**src/rtl/spill_buffer_pkg.sv**
```systemverilog
// rtl/spill_buffer_pkg.sv - shared helpers for the spill buffer
// Purpose: pointer-width helper used by the top and the pointer counter.
// Ports: none (package).
package spill_buffer_pkg;

  // A one-entry buffer still needs a 1-bit pointer so the index port exists.
  function automatic int unsigned ptr_width(input int unsigned depth);
    return (depth > 1) ? $clog2(depth) : 1;
  endfunction

endpackage

```
**src/rtl/spill_buffer_ptr.sv**
```systemverilog
// rtl/spill_buffer_ptr.sv - wrap-around pointer counter
// Purpose: counts 0..Depth-1 and wraps explicitly, so Depth need not be a power of two.
// Ports:
//   clk_i  - clock, rising edge
//   rst_ni - synchronous active-low reset, clears pointer
//   clr_i  - synchronous clear (flush), wins over inc_i
//   inc_i  - advance by one
//   ptr_o  - current pointer value
module spill_buffer_ptr
  import spill_buffer_pkg::*;
#(
  parameter int unsigned Depth = 2,
  localparam int unsigned PtrWidth = ptr_width(Depth)
) (
  input  logic                clk_i,
  input  logic                rst_ni,
  input  logic                clr_i,
  input  logic                inc_i,
  output logic [PtrWidth-1:0] ptr_o
);

  logic [PtrWidth-1:0] ptr_q, ptr_d;

  always_comb begin
    ptr_d = ptr_q;
    if (clr_i) begin
      ptr_d = '0;
    end else if (inc_i) begin
      ptr_d = (ptr_q == PtrWidth'(Depth - 1)) ? '0 : ptr_q + 1'b1;
    end
  end

  always_ff @(posedge clk_i) begin
    if (!rst_ni) begin
      ptr_q <= '0;
    end else begin
      ptr_q <= ptr_d;
    end
  end

  assign ptr_o = ptr_q;

endmodule

```
**src/rtl/spill_buffer.sv**
```systemverilog
// rtl/spill_buffer.sv - parametrised elastic stream buffer with flush and occupancy
// Purpose: registered valid/ready stage of Depth entries; cuts every combinational
//          path except through flush_i (or everything when Bypass=1).
// Ports:
//   clk_i, rst_ni     - clock, synchronous active-low reset
//   flush_i           - drop all stored entries
//   valid_i, ready_o, data_i  - upstream channel
//   valid_o, ready_i, data_o  - downstream channel
//   usage_o           - number of occupied entries
module spill_buffer
  import spill_buffer_pkg::*;
#(
  parameter int unsigned DataWidth  = 32,
  parameter int unsigned Depth      = 2,
  parameter bit          Bypass     = 1'b0,
  parameter int unsigned UsageWidth = $clog2(Depth + 1)
) (
  input  logic                  clk_i,
  input  logic                  rst_ni,
  input  logic                  flush_i,
  input  logic                  valid_i,
  output logic                  ready_o,
  input  logic [DataWidth-1:0]  data_i,
  output logic                  valid_o,
  input  logic                  ready_i,
  output logic [DataWidth-1:0]  data_o,
  output logic [UsageWidth-1:0] usage_o
);

  if (Depth < 1) begin : g_bad_depth
    $error("spill_buffer: Depth must be >= 1");
  end

  if (Bypass) begin : g_bypass
    logic unused_bypass;
    assign unused_bypass = ^{clk_i, rst_ni, flush_i};

    assign valid_o = valid_i;
    assign ready_o = ready_i;
    assign data_o  = data_i;
    assign usage_o = '0;
  end else begin : g_buffer
    localparam int unsigned PtrWidth = ptr_width(Depth);

    logic [DataWidth-1:0]  mem_q [Depth];
    logic [PtrWidth-1:0]   rptr, wptr;
    logic [UsageWidth-1:0] cnt_q, cnt_d;
    logic                  push, pop;

    // Only registered state and flush_i reach the handshake outputs.
    assign valid_o = (cnt_q != '0) && !flush_i;
    assign ready_o = (cnt_q != UsageWidth'(Depth)) && !flush_i;
    assign data_o  = mem_q[rptr];
    assign usage_o = cnt_q;

    assign push = valid_i && ready_o;
    assign pop  = valid_o && ready_i;

    always_comb begin
      cnt_d = cnt_q;
      if (flush_i) begin
        cnt_d = '0;
      end else if (push && !pop) begin
        cnt_d = cnt_q + 1'b1;
      end else if (pop && !push) begin
        cnt_d = cnt_q - 1'b1;
      end
    end

    always_ff @(posedge clk_i) begin
      if (!rst_ni) begin
        cnt_q <= '0;
      end else begin
        cnt_q <= cnt_d;
      end
    end

    // Flush leaves storage alone; only reset clears it.
    always_ff @(posedge clk_i) begin
      if (!rst_ni) begin
        for (int i = 0; i < int'(Depth); i++) begin
          mem_q[i] <= '0;
        end
      end else if (push) begin
        mem_q[wptr] <= data_i;
      end
    end

    spill_buffer_ptr #(.Depth(Depth)) u_rptr (
      .clk_i  (clk_i),
      .rst_ni (rst_ni),
      .clr_i  (flush_i),
      .inc_i  (pop),
      .ptr_o  (rptr)
    );

    spill_buffer_ptr #(.Depth(Depth)) u_wptr (
      .clk_i  (clk_i),
      .rst_ni (rst_ni),
      .clr_i  (flush_i),
      .inc_i  (push),
      .ptr_o  (wptr)
    );
  end

endmodule

```
**config.mk**
```make
export PLATFORM = sky130hd
export DESIGN_NAME = spill_buffer
export DESIGN_NICKNAME = d
export VERILOG_FILES = /design/src/rtl/spill_buffer_pkg.sv /design/src/rtl/spill_buffer_ptr.sv /design/src/rtl/spill_buffer.sv
export SDC_FILE = /design/constraint.sdc
export NUM_CORES = 1
export LEC_CHECK = 0
export BUFFER_PORTS_ARGS = -buffer_cell sky130_fd_sc_hd__buf_2
export CORE_ASPECT_RATIO = 0.6
export CORE_MARGIN = 2
export CORE_UTILIZATION = 40
export DETAILED_ROUTE_END_ITERATION = 16
export SLEW_MARGIN = 20
export SYNTH_ARGS = -nofsm -noshare
export SYNTH_HDL_FRONTEND = slang
export SYNTH_SLANG_ARGS = --single-unit
```
**constraint.sdc**
```tcl
create_clock -name clk_i -period 4.73 [get_ports clk_i]
set_clock_uncertainty 0.15 [all_clocks]
set_input_delay 0.946 -clock clk_i [delete_from_list [all_inputs] [get_ports clk_i]]
set_output_delay 0.946 -clock clk_i [all_outputs]
set_load 0.01 [all_outputs]
```
Word level (Yosys, flattened, before mapping)
Memory sizes are Yosys's and may differ from the RTL's. A register that Yosys moved wholly into a read port is not among the register bits.
Cells that the tools add are included.
- output and inout bits: 36
- bits of input ports: 37
- bits in registers: 4
- RAM bits: 64
- memories kept: 1
- logic and storage cells: 36
- memory list (name ; words ; bits a word ; read ports ; clocked after memory_dff ; write ports ; line ; text):
    g_buffer.mem_q ; 2 ; 32 ; 1 ; 1 ; 2 ; spill_buffer.sv:45 ; logic [DataWidth-1:0] mem_q [Depth];
- reduce and logical (&&, ||, !) cells: 13
- add/subtract/negate cells: 4
- bitwise operators: 1
- equality and inequality tests: 1
- mux-type cells: 13
- operators by type and width (kind ; number):
    32-bit 2-to-1 mux ; 1
    32-bit OR reduction ; 1
    1-bit 2-to-1 mux ; 10
    1-bit logical AND ; 6
    2-bit 2-to-1 mux ; 2
    2-bit nonzero test ; 2
    1-bit logical NOT ; 3
    1-bit adder, second input constant ; 2
    2-bit by 1-bit adder with 2-bit output, second input constant ; 1
    2-bit != test, second input constant ; 1
    2-bit OR reduction ; 1
    2-bit by 1-bit subtractor with 2-bit output, second input constant ; 1
    1-bit inverter ; 1

Logic depth before layout (Yosys ltp)
- word-level depth: 8
- mapped depth: 6
- mapped depth without buffers: 6

Cells and area by module
Synthesis repeated with hierarchy kept, for this count alone.
- cell total of the unflattened synthesis: 197
- area, all modules: 3004.1 um2
- by module, submodules not included (module ; cells an instance ; area an instance (um2) ; sequential area each (um2) ; times used):
    spill_buffer ; 191 ; 2921.6 ; 1961.9 ; 1
    spill_buffer_ptr ; 3 ; 41.3 ; 20.0 ; 2

Worst setup path before layout
No wires, ideal clock.
- path kind: input port to flip-flop
- from: in flush_i
- to: mem g_buffer.mem_q[1][0] (enable)
- stages: 5
- path buffers: 2
- slack: 1.746 ns
- required time: 4.191 ns
- library setup time: 0.389 ns
- arrival time: 2.445 ns
- path through: nand2b_1 > or3b_1 > buf_2 > buf_6 > nand2_1
- RTL lines (what ; line ; text):
    start: declaration ; spill_buffer.sv:20 ; input logic flush_i,
    end: declaration ; spill_buffer.sv:45 ;

==> summary.txt <==
Status
  – Status: finished, final reports clean

Global route
  – Gr usage total: 0.162
  – Largest net degree at the start of global routing: 36
  – Gr ovfl total: 0
  – First-pass GRT wire length: 9780 um
  – Initial antenna violation count: 0
  – Vias in the first global route: 1889

STA
  – Minimum clock period: 3.07 ns
  – Setup-failing EPs final: 0
  – TNS Setup: 0 ns
  – Final Max Tran Viols: 0
  – Peak Freq: 0.326 GHz
  – Final Hold Viols: 0
  – Slew @ Worst Pin: 1.06 ns
  – RSZ-0062 raised after global routing: false
  – Ratio of final minimum period to clock period: 0.649
  – Slew margin rel.: 0.291

Pwr
  – Peak VDD IR: 0.000142 V
  – P_leak: 0.00149 uW
  – Total Power: 1430 uW
  – Power per cell area: 383 nW/um^2

Critical path
  – Worst setup path startpoint: flush_i
  – Max incr delay on CP: 0.87 ns
  – CP Cell Sequence: buf_2 -> nand2b_1 -> or3b_2 -> nand2_2
  – R2r endpoint: g_buffer.mem_q[1][31]
  – Worst Path Max Fanout: 33
  – Reg2reg start: usage_o[1]
  – Startpoint types: input pin
  – Worst EP required: 4.53 ns
  – Slowest-stage cell, CP: or3b_2
  – Cell depth of the worst flop-to-flop path: 3
  – Reg2Reg Setup Slack: 1.83 ns
  – WS Path Type: input pin to flop
  – WP data arrival: 2.87 ns
  – Crit. End Element: flop

CTS
  – Post-CTS Setup Inserts: 0
  – Hold_buf cts: 0
  – CTS Buffer Depth: 2
  – CTS resizes: 0
  – Clock slew at reported path FFs: 0.05 ns
  – CTS Buf Count: 9
  – CTS Root Buffer Type: clkbuf_16
  – Worst skew pair latency: 0.33 ns
  – CTS sink cnt: 69
  – CTS tree: yes
  – Number of H-tree levels: 3

Synthesis
  – Syn Inst Count: 237
  – Cell Area, Synth: 3080 um^2
  – Largest cells by area after synthesis: edfxtp_1 (62%), mux2_2 (11%), nor2_2 (5.9%)
  – Yosys reg bits: 69
  – Yosys warning count: 0
  – Synthesized area per cell: 13.0 um^2
  – Share of the yosys chip area belonging to registers: 0.657
  – Net Count, Synth: 275
  – Yosys cell types: 21
  – Synth top area share: 0.625
  – Synth area leader: edfxtp_1

Place
  – DP HPWL: 3870 um
  – Buffers on Ports: 72
  – Placer congestion estimate: 0.797

Worst hold path
  – Hold Crit Depth: 2
  – End of the worst hold path: g_buffer.u_wptr.ptr_o
  – Min-Delay Startpoint: g_buffer.u_wptr.ptr_o
  – Hold Path Class: flop to flop

Final layout
  – Multi-input logic area: 948 um^2
  – Layout Nets: 343
  – Number of antenna repair diodes: 0
  – Fillcell total: 664
  – FF+latch area: 2020 um^2
  – Most common cell after layout, fill and taps aside: buf_2
  – Most frequent cells in the layout: buf_2 (72), edfxtp_1 (64), nor2_1 (38)
  – Area added between synthesis and finish: 21.4%
  – Layout cells sized above 1: 0.481

Die
  – Die Span X: 117 um
  – Die area: 8430 um^2
  – Die height: 71.9 um
  – Initial core utilization: 0.418
  – # rows: 24
  – Core area: 7360 um^2
  – # IOs: 73

Route
  – Total wire length: 6180 um
  – Total number of vias: 1918
  – Final ANT Viol Nets: 0
  – Drt initial violations: 97
  – DRC violations left: 0
  – DRT Pass-1 Iters: 4
  – Drt wl/cell: 14.9 um
  – Via/cell ratio: 4.63

Run
  – Max Cap Viol: 0
==> area by class of cell <==
| cell class | count | share of cell area |
|---|---|---|
| flip-flops and latches | 69 | 0.542 |
| multi-input cells | 152 | 0.254 |
| repair buffers | 73 | 0.0985 |
| clock buffers | 13 | 0.0670 |
| well taps | 104 | 0.0349 |
| clock inverters | 3 | 0.00369 |
==> logic make-up (layout without fill, tap and decap cells) <==
family / count (synthesis) / count (layout) / share of synthesized area
muxes: 32 / 32 / 0.117
DFF: 69 / 69 / 0.657
buffers and inverters: 16 / 89 / 0.0362
AOI/OAI and AO/OA: 8 / 8 / 0.0163
adders and majority gates: 1 / 1 / 0.00407
and+or+nand+nor: 109 / 109 / 0.163
xor gates and xnor gates: 2 / 2 / 0.00569
==> layer usage <==
metal / up-vias / global-route usage / wire, um / share of wire
li1: 952 / - / - / -
met1: 884 / 0.231 / 3110 / 0.50
met2: 72 / 0.224 / 2500 / 0.40
met3: 10 / 0.0610 / 455 / 0.074
met4: 0 / 0.0667 / 110 / 0.018
met5: - / 0 / 0 / 0
==> worst max path at each step <==
stage,end,cells past startpoint
floorplan,g_buffer.mem_q[1][0],5
finish,g_buffer.mem_q[1][31],4
detailed placement,g_buffer.mem_q[1][29],4
global route,g_buffer.mem_q[1][1],4
global placement,g_buffer.mem_q[1][25],4
CTS,g_buffer.mem_q[1][24],4
==> synthesized netlist by cell type (all sizes together) <==
cell,instances
nor2,67
edfxtp,64
nand2,35
mux2,32
buf,11
clkbuf,5
dfxtp,5
a21oi,4
nand2b,2
o21ai,2
or3,2
xor2,2
a21bo,1
ha,1
nand3b,1
nor2b,1
o21ba,1
or3b,1
==> per-stage QoR <==
step	hold WS, ns	instance area, um^2	worst slack (ns)	util	instances
6_report	0.341	3730	1.66	0.507	414
5_1_grt	0.394	3730	1.51	0.507	414
4_1_cts	0.345	3730	1.64	0.507	414
3_5_place_dp	0.336	3470	1.30	0.472	398
3_3_place_gp	0.331	3470	1.34	0.472	398
2_1_floorplan	0.307	3080	1.75	-	237
==> sequential cells by signal, indices dropped and copies added, names as in the netlist, named ones only <==
name	flops
g_buffer.u_wptr.ptr_o	1
g_buffer.mem_q	64
g_buffer.u_rptr.ptr_o	1
usage_o	2
==> critical path, delay by kind of cell <==
family | cells | cell delay [ns]
buf+inv | 1 | 0.11
simple gates | 3 | 1.80
==> where the power goes <==
part	internal [uW]	switching (uW)	total (uW)
Combinational	48.8	72.2	121
Clock	366	232	598
Sequential	701	9.68	710
Total	1110	314	1430
Power figures use the tool's default switching activity.
